$ cat src/rtl/collective_route_gen.sv
// Collective destination generator: rewrites injected collective flits from a runtime-writable
// communicator table, sending uptree flits to the parent and fanning broadcasts out to each child.
module collective_route_gen #(
  parameter int FlitWidth     = 73,
  parameter int CoordWidth    = 9,
  parameter int ChildrenWidth = 3,
  parameter int MaxChildren   = 4,
  parameter int CommTableSize = 4,
  parameter int CtxAddrWidth  = 2,
  parameter int EntryWidth    = 1 + 1 + ChildrenWidth + CoordWidth * (MaxChildren + 1),
  parameter logic [CoordWidth-1:0] LocalCoord = '0,
  parameter logic [3:0] BcastOp = 4'b1111
) (
  input  logic                               clk,
  input  logic                               rst,
  input  logic [FlitWidth-1:0]               in_flit,
  input  logic                               in_valid,
  output logic                               in_ready,
  output logic [FlitWidth+ChildrenWidth-1:0] out_flit,
  output logic                               out_valid,
  input  logic                               out_ready,
  input  logic                               cfg_we,
  input  logic [CtxAddrWidth-1:0]            cfg_addr,
  input  logic [EntryWidth-1:0]              cfg_data,
  output logic                               drop_err
);

  localparam int VldBit  = FlitWidth - 1;
  localparam int DstLsb  = VldBit - CoordWidth;
  localparam int CtxLsb  = VldBit - 2 * CoordWidth - 8;
  localparam int OpLsb   = 32;
  localparam int KidsW   = CoordWidth * MaxChildren;
  localparam int EnBit   = EntryWidth - 1;
  localparam int RootBit = EntryWidth - 2;
  localparam int NLsb    = RootBit - ChildrenWidth;
  localparam int ParLsb  = NLsb - CoordWidth;

  typedef enum logic {IDLE, BCAST} state_t;

  state_t                   state;
  logic [EntryWidth-1:0]    table_q [CommTableSize];
  logic [FlitWidth-1:0]     flit_p1;
  logic [KidsW-1:0]         kids_p1;
  logic [ChildrenWidth-1:0] nkids_p1;
  logic [ChildrenWidth-1:0] idx;

  logic [7:0]               ctx;
  logic [3:0]               op;
  logic [EntryWidth-1:0]    ent;
  logic                     ctx_ok;
  logic                     accept;
  logic [ChildrenWidth-1:0] ent_n;
  logic [CoordWidth-1:0]    ent_par;
  logic [KidsW-1:0]         ent_kids;
  logic [CoordWidth-1:0]    up_dst;

  function automatic logic [FlitWidth-1:0] with_dst(input logic [FlitWidth-1:0] f,
                                                    input logic [CoordWidth-1:0] d);
    with_dst = f;
    with_dst[DstLsb +: CoordWidth] = d;
  endfunction

  function automatic logic [CoordWidth-1:0] child_at(input logic [KidsW-1:0] k,
                                                     input logic [ChildrenWidth-1:0] i);
    child_at = k[CoordWidth * int'(i) +: CoordWidth];
  endfunction

  function automatic logic [ChildrenWidth-1:0] clamp_n(input logic [ChildrenWidth-1:0] n);
    clamp_n = (32'(n) > MaxChildren) ? ChildrenWidth'(MaxChildren) : n;
  endfunction

  // Table lookup happens on the registered table, so a same-cycle cfg write is seen only by later flits.
  assign ctx      = in_flit[CtxLsb +: 8];
  assign op       = in_flit[OpLsb +: 4];
  assign ent      = table_q[ctx[CtxAddrWidth-1:0]];
  assign ctx_ok   = 32'(ctx) < CommTableSize;
  assign ent_n    = ent[NLsb +: ChildrenWidth];
  assign ent_par  = ent[ParLsb +: CoordWidth];
  assign ent_kids = ent[KidsW-1:0];
  assign up_dst   = ent[RootBit] ? LocalCoord : ent_par;
  assign in_ready = (state == IDLE) && (!out_valid || out_ready);
  assign accept   = in_valid && in_ready;

  // Stage p1: snapshot of the accepted flit and its entry; out_flit always holds copy idx.
  always_ff @(posedge clk) begin
    if (rst) begin
      state     <= IDLE;
      idx       <= '0;
      out_valid <= 1'b0;
      out_flit  <= '0;
      drop_err  <= 1'b0;
      for (int i = 0; i < CommTableSize; i++) table_q[i] <= '0;
    end else begin
      drop_err <= 1'b0;
      if (cfg_we) table_q[cfg_addr] <= cfg_data;
      unique case (state)
        IDLE: begin
          if (accept) begin
            out_valid <= 1'b0;
            if (!in_flit[VldBit]) begin
              out_valid <= 1'b0;
            end else if (!ctx_ok || !ent[EnBit]) begin
              drop_err <= 1'b1;
            end else if (op != BcastOp) begin
              out_valid <= 1'b1;
              out_flit  <= {ent_n, with_dst(in_flit, up_dst)};
            end else if (clamp_n(ent_n) != '0) begin
              state     <= BCAST;
              idx       <= '0;
              flit_p1   <= in_flit;
              kids_p1   <= ent_kids;
              nkids_p1  <= clamp_n(ent_n);
              out_valid <= 1'b1;
              out_flit  <= {{ChildrenWidth{1'b0}}, with_dst(in_flit, child_at(ent_kids, '0))};
            end
          end else if (out_ready) begin
            out_valid <= 1'b0;
          end
        end
        BCAST: begin
          if (out_ready) begin
            if (idx == nkids_p1 - 1'b1) begin
              state     <= IDLE;
              idx       <= '0;
              out_valid <= 1'b0;
            end else begin
              idx      <= idx + 1'b1;
              out_flit <= {{ChildrenWidth{1'b0}},
                           with_dst(flit_p1, child_at(kids_p1, idx + 1'b1))};
            end
          end
        end
        default: state <= IDLE;
      endcase
    end
  end

endmodule

$ cat config.mk
export PLATFORM = sky130hd
export DESIGN_NAME = collective_route_gen
export DESIGN_NICKNAME = d
export VERILOG_FILES = /design/src/rtl/collective_route_gen.sv
export SDC_FILE = /design/constraint.sdc
export NUM_CORES = 1
export LEC_CHECK = 0
export CORE_MARGIN = 1.5
export CORE_UTILIZATION = 53
export DETAILED_ROUTE_END_ITERATION = 8
export GPL_ROUTABILITY_DRIVEN = 0
export PLACE_DENSITY = 0.77
export SLEW_MARGIN = 20
export SYNTH_ARGS = -nofsm -noshare
export SYNTH_HDL_FRONTEND = slang
export SYNTH_SLANG_ARGS = --single-unit
$ cat constraint.sdc
create_clock -name clk -period 11.7 [get_ports clk]
set_clock_uncertainty 0.15 [all_clocks]
set_input_delay 2.34 -clock clk [delete_from_list [all_inputs] [get_ports clk]]
set_output_delay 2.34 -clock clk [all_outputs]
set_load 0.01 [all_outputs]
==> Word level (Yosys, flattened, before mapping) <==
Memories as Yosys holds them, arrays and structs flattened.
Cells that the tools add are included.
{ "classes": {"multipliers": 1, "addsub": 2, "n_eq_ne": 12, "reduce_logical": 14, "n_mux": 43, "n_shift": 1, "bitwise": 6, "magnitude_cmp": 2} }
{ "ops": {"columns": ["op", "n"], "rows": [
  ["$mux W76", 7],
  ["$pmux W76 S2", 1],
  ["$mux W50", 1],
  ["$reduce_or A50 Y1", 1],
  ["$shiftx A36 B8 Y9", 1],
  ["$mux W3", 8],
  ["$mux W1", 21],
  ["$ne A2 B2 Y1 const B", 6],
  ["$reduce_and A6 Y1", 2],
  ["$mux W9", 1],
  ["$lt A8 B3 Y1 const B", 1],
  ["$mul A4 B3 Y7 const A", 1],
  ["$reduce_and A7 Y1", 1],
  ["$not A1 Y1", 6],
  ["$pmux W3 S2", 1],
  ["$ne A2 B1 Y1 const B", 2],
  ["$ne A4 B4 Y1 const B", 1],
  ["$pmux W1 S2", 2],
  ["$reduce_or A4 Y1", 1],
  ["$add A3 B1 Y3 const B", 1],
  ["$eq A3 B3 Y1", 1],
  ["$gt A3 B3 Y1 const B", 1],
  ["$logic_not A1 Y1", 3],
  ["$ne A3 B1 Y1 const B", 1],
  ["7 further kinds", 9]
]} }
{ "word_totals": {"reg_bits": 184, "elab_cells": 90, "output_inout_bits": 79, "ramBits": 200, "n_memories": 1, "inputBits": 130} }
{ "memory_table": {"columns": ["name", "depth", "word_bits", "read_ports", "rd_clocked_by_memory_dff", "write_ports", "line", "rtl"], "rows": [
  ["table_q", 4, 50, 1, 0, 4, "41", "logic [EntryWidth-1:0] table_q [CommTableSize];"]
]} }

==> Depth between registers and ports, before layout <==
Gate-level depths: netlist (run 1).
An unclocked memory read counts as a cell.
{ "logic_depth": {"depth_word": 10, "depth_mapped": 9, "ltp_nobuf": 7} }

==> Worst setup path before layout (run 1) <==
OpenSTA, ideal clock, no wires.
{ "synth_path": {"path_type": "input-to-reg", "from": "in in_flit[46]", "to": "reg flit_p1[0], enable pin", "required_ns": 10.986, "stages": 5, "path_slack_ns": 3.262, "setup_time_ns": 0.564, "arrival_ns": 7.724, "cell_sequence": "buf_6 -> mux4_2 -> nor3_2 -> or4_1 -> nor2_1"} }
{ "synth_via": {"elab_chain_len": 5, "elab_cells_between_ends": 10, "classes_between": "order compare: 2; mux: 1; bitwise: 1; reduce/logical: 5; memory: 1"} }
{ "synth_lines": {"columns": ["item", "line", "rtl"], "rows": [
  ["start: declaration", "16", "input logic [FlitWidth-1:0] in_flit,"],
  ["$mem_v2 Z4 W50 / $lt A8 B3 Y1 (equally long branches)", null, null],
  ["$gt A3 B3 Y1 / $logic_not A1 Y1 (equally long branches)", "69, 102", null],
  ["$mux W3 / $logic_or A1 B1 Y1 (equally long branches)", null, null],
  ["$reduce_bool A3 Y1 / $not A1 Y1 (equally long branches)", null, null],
  ["$reduce_and A7 Y1 (no line) *", null, null],
  ["end signal: assignment", "110", "flit_p1 <= in_flit;"],
  ["end: declaration", "42", "logic [FlitWidth-1:0] flit_p1;"]
]} }
Mark *: on every way between the ends. The rest lies on a longest branch, timed or not.
A chain may end at the register's enable or synchronous reset.

==> Worst setup path after layout (run 1) <==
{ "layout_path": {"from": "in out_ready", "to": "out in_ready"} }
{ "layout_via": {"elab_chain_len": 2} }
{ "layout_lines": {"columns": ["item", "line", "rtl"], "rows": [
  ["start: declaration", "21", "input logic out_ready,"],
  ["$logic_or A1 B1 Y1", "81", "assign in_ready = (state == IDLE) && (!out_valid || out_ready);"],
  ["$logic_and A1 B1 Y1", "81", null],
  ["end: declaration", "18", "output logic in_ready,"]
]} }
No other way between the ends.

==> out/metrics.yaml, run 1 <==
status: "finished clean"
slew_headroom: 0.3675
clkSinkCount: 384
cts_resized: 0
ir_worst_vdd_mv: 0.1077
cts_buffer_depth: 3
cts_buffers: 39
timing.critical_path.buf_inv: 3
multi_input_area_sq_um: 4966
hold_path.class: "flip-flop to flip-flop"
regArea_sq_um: 10710
drcViolationCount: 0
via_per_inst: 5.756
path_common_cell: "clkdlybuf4s50_1"
die_h_um: 176.7
syn-num-nets: 1141
drt_iter0_drc: 780
grt_pass1_wl_um: 54720
yosysSeqAreaShare: 0.6696
dr.pass1.iters: 7
hold_viol: 0
routed_wl_um: 35920
synth-warning-count: 0
rsz0062_at_grt: "no"
synth-edff-count: 302
cp_top_family: "buffers and inverters"
drv_cap: 0
top_usage_layer: "met2"
syn_avg_cell_area_sq_um: 15.85
globalRouteMet1Util: 0.2992
cp_slowest_cell: "clkdlybuf4s50_1"
ys_ff_latch: 384
grt_pass1_vias: 9452
p_total_mw: 2.926
nets: 1322
slew_violations: 0
rows: 63
grt_max_degree: 78
num_vias: 9284
clk_transition_reported_paths_ns: 0.06
setup_tns_ns: 0
startpoint_type: "input port"
core_area_sq_um: 29640
cts_root_buffer: "clkbuf_16"
worstPathRequired_ns: 9.21
post_cts_buffers: 0
die_area_sq_um: 31230
async_reset_ff_frac: 0
dp_hpwl_um: 21250
antenna_found_initial: 4
overflow: 0
setup_violations: 0
worst-setup-path-type: "input port to output pin"
grt_usage: 0.2321
syn_inst: 1009
drive_above_1_share: 0.1616
htree_levels: 2
arrival_ns: 3.83
end_kind: "output pin"
ios: 209
initial_core_util: 0.5396
ant_nets: 0
power_density_nw_per_um2: 149.6
finalCriticalPeriod_ns: 6.322
power_leakage_nw: 6.356
ys.flop_type: "edfxtp_1"
portBuffers: 199
die_w_um: 176.7
cts_tree: "built"
wl_per_cell_um: 22.27
tightest_slew_ns: 0.9488
max_freq_ghz: 0.1582
worstPathCellList: "clkdlybuf4s50_1, inv_1, a21oi_1, clkdlybuf4s50_1"
cp_max_fo: 5
insertion_delay_ns: 0.53
critical-path-max-stage-delay_ns: 0.60
grt_use_met3: 0.04832
syn_area_sq_um: 15990
fillers: 2092
period_share: 0.5403
use_met2: 0.3928
holdBufCountCts: 0
yosys.cell_types.count: 42
syn_to_final_growth_pct: 22.32
-- kinds of logic (layout without fill, tap and decap cells) --
group / Yosys count / after routing / share of synthesized area
adder cells (fa/ha/maj): 2 / 2 / 0.001564
multiplexers: 125 / 125 / 0.1244
XOR/XNOR: 4 / 4 / 0.003129
AND/OR/NAND/NOR: 248 / 248 / 0.09489
AO/OA/AOI/OAI: 167 / 167 / 0.08245
flip-flops: 384 / 384 / 0.6696
other: 0 / 4 / 0
buffers and inverters: 79 / 289 / 0.02394
-- area by class of cell --
| type | instances | share of cell area |
|---|---|---|
| clock buffer | 50 | 0.05622 |
| multi-input combinational | 546 | 0.2538 |
| sequential | 384 | 0.5476 |
| tap | 390 | 0.02494 |
| timing repair buffer | 216 | 0.1090 |
| antenna | 4 | 0.0005116 |
| inverter | 3 | 0.0005756 |
| clock inverter | 20 | 0.007227 |
-- worst register-to-register path: cells and delay by family (launching register included) --
family                 cells  cell delay [ns]
AND/OR/NAND/NOR            2             0.75
XOR/XNOR                   1             0.23
flip-flops                 1             0.87
buffers and inverters      2             1.03
AO/OA/AOI/OAI              2             0.29
-- flip-flops by register name, indices dropped and copies added (netlist names) --
register and cells:
table_q 200, kids_p1 36, nkids_p1 3, out_valid 1, flit_p1 63, drop_err 1
state 1, idx 3, out_flit 76
-- stage by stage --
| step | worst slack [ns] | cells | util | hold slack [ns] | cell area, sq um |
|---|---|---|---|---|---|
| floorplan | 3.262 | 1009 | - | 0.3280 | 15990 |
| CTS | 5.368 | 1608 | 0.6587 | 0.3208 | 19520 |
| global placement | 5.398 | 1538 | 0.6168 | 0.3036 | 18280 |
| detailed placement | 5.376 | 1538 | 0.6168 | 0.3088 | 18280 |
| finish | 5.378 | 1613 | 0.6601 | 0.3150 | 19560 |
| global route | 5.281 | 1613 | 0.6601 | 0.3350 | 19560 |
-- cells in the final DEF (no fill, tap or decap), types with 5 or more instances in the layout --
master           count
mux4_2              59
dfxtp_1             81
a222oi_1             9
a211oi_2            47
clkinv_1             9
edfxtp_1           302
nand2_1             10
clkbuf_1             5
a21oi_1             76
clkbuf_16           41
clkdlybuf4s50_1    196
a211oi_1            26
buf_4               17
and2_1             201
clkinv_2             8
nand2b_1             7
mux2i_1             66
-- layer usage --
layer / share of wire / routed length (um) / vias up
met2: 0.50 / 17860 / 334
met5: 0 / 0 / -
li1: - / - / 4217
met4: 0.025 / 890 / 0
met3: 0.069 / 2485 / 60
met1: 0.41 / 14680 / 4673
-- report_power, final --
| group | leakage [nW] | internal (mW) | total, mW | switching [mW] |
|---|---|---|---|---|
| combinational | 2.20 | 0.0896 | 0.182 | 0.0920 |
| sequential | 3.54 | 1.53 | 1.54 | 0.0135 |
| clock | 0.614 | 0.706 | 1.20 | 0.495 |
| total | 6.36 | 2.33 | 2.93 | 0.600 |
-- worst paths after layout --
kind	depth (start not counted)	start	slack, ns	end
worst max register to register	7	idx[0]$_SDFFE_PP0P_	8.23	out_flit[46]$_SDFFE_PP0P_
worst min-delay path	2	out_flit[73]$_SDFFE_PP0P_	0.31	out_flit[73]$_SDFFE_PP0P_
worst min register to register	2	out_flit[73]$_SDFFE_PP0P_	0.31	out_flit[73]$_SDFFE_PP0P_
worst max-delay path	4	out_ready	5.38	in_ready
-- Yosys cell counts, types with 9 or more instances --
cell type,n,area share
a211oi_1,26,0.012
a211oi_2,47,0.037
and2_1,201,0.079
mux4_2,59,0.083
a21oi_1,76,0.024
edfxtp_1,302,0.57
dfxtp_1,82,0.10
buf_2,15,0.0047
nand2_1,11,0.0026
mux2i_1,66,0.041
a222oi_1,9,0.0056
clkbuf_1,47,0.011
Note: power is estimated with default switching activity, not from simulation.
==> inputs of run 2 (changes only) <==
==> constraint.sdc (replaced) <==
create_clock -name clk -period 6.29 [get_ports clk]
set_clock_uncertainty 0.15 [all_clocks]
set_input_delay 1.258 -clock clk [delete_from_list [all_inputs] [get_ports clk]]
set_output_delay 1.258 -clock clk [all_outputs]
set_load 0.01 [all_outputs]
==> out/metrics.yaml, run 2 (synthesis results as in run 1) <==
power_density_nw_per_um2: 274.9
grt_pass1_vias: 9547
startpoint_type: "input port"
clk_transition_reported_paths_ns: 0.06
top_regs: "table_q (200), out_flit (76), flit_p1 (63)"
syn_to_final_growth_pct: 21.71
die_h_um: 176.7
nets: 1321
die_w_um: 176.7
initial_core_util: 0.5396
cts_root_buffer: "clkbuf_16"
worst-setup-path-type: "input port to flip-flop"
worstPathRequired_ns: 6.29
rows: 63
finalCriticalPeriod_ns: 4.171
end_kind: "flip-flop"
dp_hpwl_um: 20730
layout_common_cells: "edfxtp_1 (302), and2_1 (201), clkdlybuf4s50_1 (196), dfxtp_1 (81), a21oi_1 (76)"
routed_wl_um: 34910
layout_commonest_cell: "edfxtp_1"
max_freq_ghz: 0.2397
ir_worst_vdd_mv: 0.2106
rsz0062_at_grt: "no"
drv_cap: 0
arrival_ns: 4.17
core_area_sq_um: 29640
cts_buffers: 39
ant_nets: 0
cts_resized: 0
period_share: 0.6632
htree_levels: 2
r2r_setup_slack_ns: 3.32
slew_violations: 0
largest_reg_flops: 200
drive_above_1_share: 0.1571
insertion_delay_ns: 0.52
grt_max_degree: 77
final_area_sq_um: 19470
cts_buffer_depth: 3
placed_area_sq_um: 18290
wl_per_cell_um: 21.71
drcViolationCount: 0
cp_max_fo: 40
slew_headroom: 0.3141
drt_iter0_drc: 785
hold_path.class: "flip-flop to flip-flop"
portBuffers: 199
die_area_sq_um: 31230
status: "finished clean"
grt_pass1_wl_um: 53860
dr.pass1.iters: 6
via_per_inst: 5.731
holdBufCountCts: 0
hold_viol: 0
top_register: "table_q"
num_vias: 9216
post_cts_buffers: 0
overflow: 0
antenna_found_initial: 2
cts_tree: "built"
tightest_slew_ns: 1.029
power_leakage_nw: 6.309
clkSinkCount: 384
ios: 209
grt_usage: 0.2273
setup_violations: 0
setup_tns_ns: 0
-- run 2: path summary, 6_finish.rpt --
path,startpoint,endpoint,cells past startpoint
setup / recovery,in_flit[47],kids_p1[12]$_DFFE_PP_,6
hold / removal,out_flit[72]$_SDFFE_PP0P_,out_flit[72]$_SDFFE_PP0P_,2
setup reg to reg,table_q[0][49]$_SDFFCE_PN0P_,kids_p1[12]$_DFFE_PP_,5
hold reg to reg,out_flit[72]$_SDFFE_PP0P_,out_flit[72]$_SDFFE_PP0P_,2
-- run 2: worst max-delay path, stage by stage --
cell	delay, ns
buf_2	0.65
mux4_2	0.36
nand3_1	0.23
or4_1	0.67
nor2_4	0.41
buf_4	0.55
-- run 2: per-layer routing --
layer | vias to the layer above | track usage | wire length [um]
li1 | 4223 | - | -
met1 | 4602 | 0.2993 | 14560
met2 | 333 | 0.3871 | 17240
met3 | 58 | 0.03694 | 2370
met4 | 0 | 0.07345 | 743
met5 | - | 0 | 0
-- run 2: stage by stage --
stage               std cells  power [mW]  utilization  setup slack [ns]  hold WS (ns)
finish                   1608       5.351       0.6568             2.119        0.3136
global route             1608       5.510       0.6568             1.921        0.3420
CTS                      1606       5.395       0.6566             2.014        0.3180
detailed placement       1538       3.263       0.6171             1.520        0.3063
global placement         1538       3.251       0.6171             1.566        0.3018
floorplan                1009       3.091            -            0.6426        0.3280
-- run 2: layout make-up --
type	instances	area, sq um
sequential	384	10710
multi-input combinational	546	4964
timing repair buffer	215	2115
inverter	3	11.26
fill	2147	10170
antenna	2	5.005
clock buffer	53	1070
tap	390	488.0
clock inverter	15	100.1
-- run 2: power breakdown --
group          switching [mW]  leakage (nW)  total (mW)  internal [mW]
Combinational           0.169          2.19       0.335          0.166
Sequential             0.0247          3.54        2.87           2.85
Clock                   0.913         0.576        2.14           1.23
Total                    1.11          6.31        5.35           4.24
==> inputs of run 3 (changes only) <==
--- a/config.mk
+++ b/config.mk
@@ -6,10 +6,10 @@
 export NUM_CORES = 1
 export LEC_CHECK = 0
 export CORE_MARGIN = 1.5
-export CORE_UTILIZATION = 53
+export CORE_UTILIZATION = 50
 export DETAILED_ROUTE_END_ITERATION = 8
 export GPL_ROUTABILITY_DRIVEN = 0
-export PLACE_DENSITY = 0.77
+export PLACE_DENSITY = 0.76
 export SLEW_MARGIN = 20
 export SYNTH_ARGS = -nofsm -noshare
 export SYNTH_HDL_FRONTEND = slang
==> constraint.sdc (replaced) <==
create_clock -name clk -period 3.4 [get_ports clk]
set_clock_uncertainty 0.15 [all_clocks]
set_input_delay 0.68 -clock clk [delete_from_list [all_inputs] [get_ports clk]]
set_output_delay 0.68 -clock clk [all_outputs]
set_load 0.01 [all_outputs]
==> out/metrics.yaml, run 3 (synthesis results as in run 1) <==
slew_headroom: 0.3230
layout_commonest_cell: "edfxtp_1"
holdBufCountCts: 0
initial_core_util: 0.5069
path_common_cell: "clkdlybuf4s50_1"
portBuffers: 199
cp_max_fo: 2
rsz0062_at_grt: "no"
critical-path-max-stage-delay_ns: 0.59
hold_viol: 0
power_density_nw_per_um2: 505.6
grt_pass1_vias: 9792
die_h_um: 181.9
tightest_slew_ns: 1.008
ant_nets: 0
hold_path_depth: 2
insertion_delay_ns: 0.52
hold_slack_ns: 0.3168
reg2reg_from: "nkids_p1[0]$_DFFE_PP_"
cts_tree: "built"
worstPathRequired_ns: 2.57
top_regs: "table_q (200), out_flit (76), flit_p1 (63)"
layout_common_cells: "edfxtp_1 (302), and2_1 (201), clkdlybuf4s50_1 (196), dfxtp_1 (81), a21oi_1 (76)"
setup_tns_ns: 0
crit_start: "out_ready"
die_area_sq_um: 33070
end_kind: "output pin"
period_share: 0.8243
dr.pass1.iters: 5
setup_violations: 0
largest_reg_flops: 200
drv_cap: 0
htree_levels: 2
startpoint_type: "input port"
power_leakage_nw: 6.485
top_register: "table_q"
grt_pass1_wl_um: 56880
slew_violations: 0
cts_buffers: 40
worst-setup-path-type: "input port to output pin"
nets: 1345
finalWorstSetupSlack_ns: 0.5975
hold_path.class: "flip-flop to flip-flop"
antenna_found_initial: 0
reg2reg_depth: 8
wl_per_cell_um: 22.17
ir_worst_vdd_mv: 0.4187
status: "finished clean"
core_area_sq_um: 31560
clkSinkCount: 384
ios: 209
clk_transition_reported_paths_ns: 0.06
timing.critical_path.buf_inv: 3
crit_end: "in_ready"
num_vias: 9372
via_per_inst: 5.694
path_depth: 4
max_freq_ghz: 0.3568
cts_buffer_depth: 3
post_cts_buffers: 0
dpl_worst_slack_ns: 0.05036
routed_wl_um: 36490
worstPathCellList: "clkdlybuf4s50_1, inv_1, a21oi_1, clkdlybuf4s50_1"
dp_hpwl_um: 22570
r2r-end: "out_flit[44]$_SDFFE_PP0P_"
cts_root_buffer: "clkbuf_16"
grt_max_degree: 58
arrival_ns: 1.97
syn_to_final_growth_pct: 24.22
rows: 65
finalCriticalPeriod_ns: 2.802
drive_above_1_share: 0.1744
cts_resized: 0
n_antenna_cell: 0
drcViolationCount: 0
cp_top_family: "buffers and inverters"
drt_iter0_drc: 753
grt_usage: 0.2240
r2r_setup_slack_ns: 0.85
die_w_um: 181.9
overflow: 0
cp_slowest_cell: "clkdlybuf4s50_1"
run 3: cell count changes in the layout (fill, tap and decap cells not counted), moves of 2 or more:
| cell | change |
|---|---|
| clkbuf_1 | +2 |
| buf_12 | +14 |
| buf_4 | +9 |
| diode_2 | -2 |
| clkinv_1 | +2 |
| clkinv_2 | -2 |
run 3: worst min-delay path by stage:
stage	start	to	slack, ns
final	out_flit[73]$_SDFFE_PP0P_	out_flit[73]$_SDFFE_PP0P_	0.32
after global routing	in_flit[46]	flit_p1[46]$_DFFE_PP_	0.34
after CTS	out_flit[73]$_SDFFE_PP0P_	out_flit[73]$_SDFFE_PP0P_	0.32
after detailed placement	out_flit[73]$_SDFFE_PP0P_	out_flit[73]$_SDFFE_PP0P_	0.31
after global placement	out_flit[72]$_SDFFE_PP0P_	out_flit[72]$_SDFFE_PP0P_	0.30
after floorplan	idx[1]$_SDFFE_PP0P_	idx[1]$_SDFFE_PP0P_	0.33
run 3: layer usage:
metal / global-route usage / vias up / wire (um)
li1: - / 4275 / -
met2: 0.3931 / 313 / 18550
met3: 0.04673 / 47 / 2459
met1: 0.2886 / 4737 / 14990
met4: 0.04694 / 0 / 494
met5: 0 / - / 0
run 3: metrics by stage:
| step | utilization | area [sq um] | std cells | total power, mW |
|---|---|---|---|---|
| floorplan | - | 16020 | 1009 | 5.719 |
| global placement | 0.5909 | 18650 | 1573 | 6.038 |
| detailed placement | 0.5909 | 18650 | 1573 | 6.062 |
| CTS | 0.6296 | 19870 | 1646 | 10.14 |
| global route | 0.6296 | 19870 | 1646 | 10.38 |
| finish | 0.6296 | 19870 | 1646 | 10.04 |
run 3: layout make-up:
| type | count | area, sq um |
|---|---|---|
| Fill cell | 2299 | 11690 |
| Sequential cell | 384 | 10710 |
| Clock inverter | 16 | 105.1 |
| Timing Repair Buffer | 238 | 2462 |
| Clock buffer | 57 | 1116 |
| Multi-Input combinational cell | 546 | 4956 |
| Tap cell | 402 | 503.0 |
| Inverter | 3 | 11.26 |
run 3: where the power goes:
part | switching, mW | internal (mW) | total [mW]
Sequential | 0.0462 | 5.26 | 5.31
Clock | 1.72 | 2.36 | 4.09
Combinational | 0.325 | 0.324 | 0.649
run 3: worst min-delay path, delay by kind of cell (launching register included):
family,cells,cell delay [ns]
compound gates,1,0.05
simple gates,1,0.06
flops,1,0.30
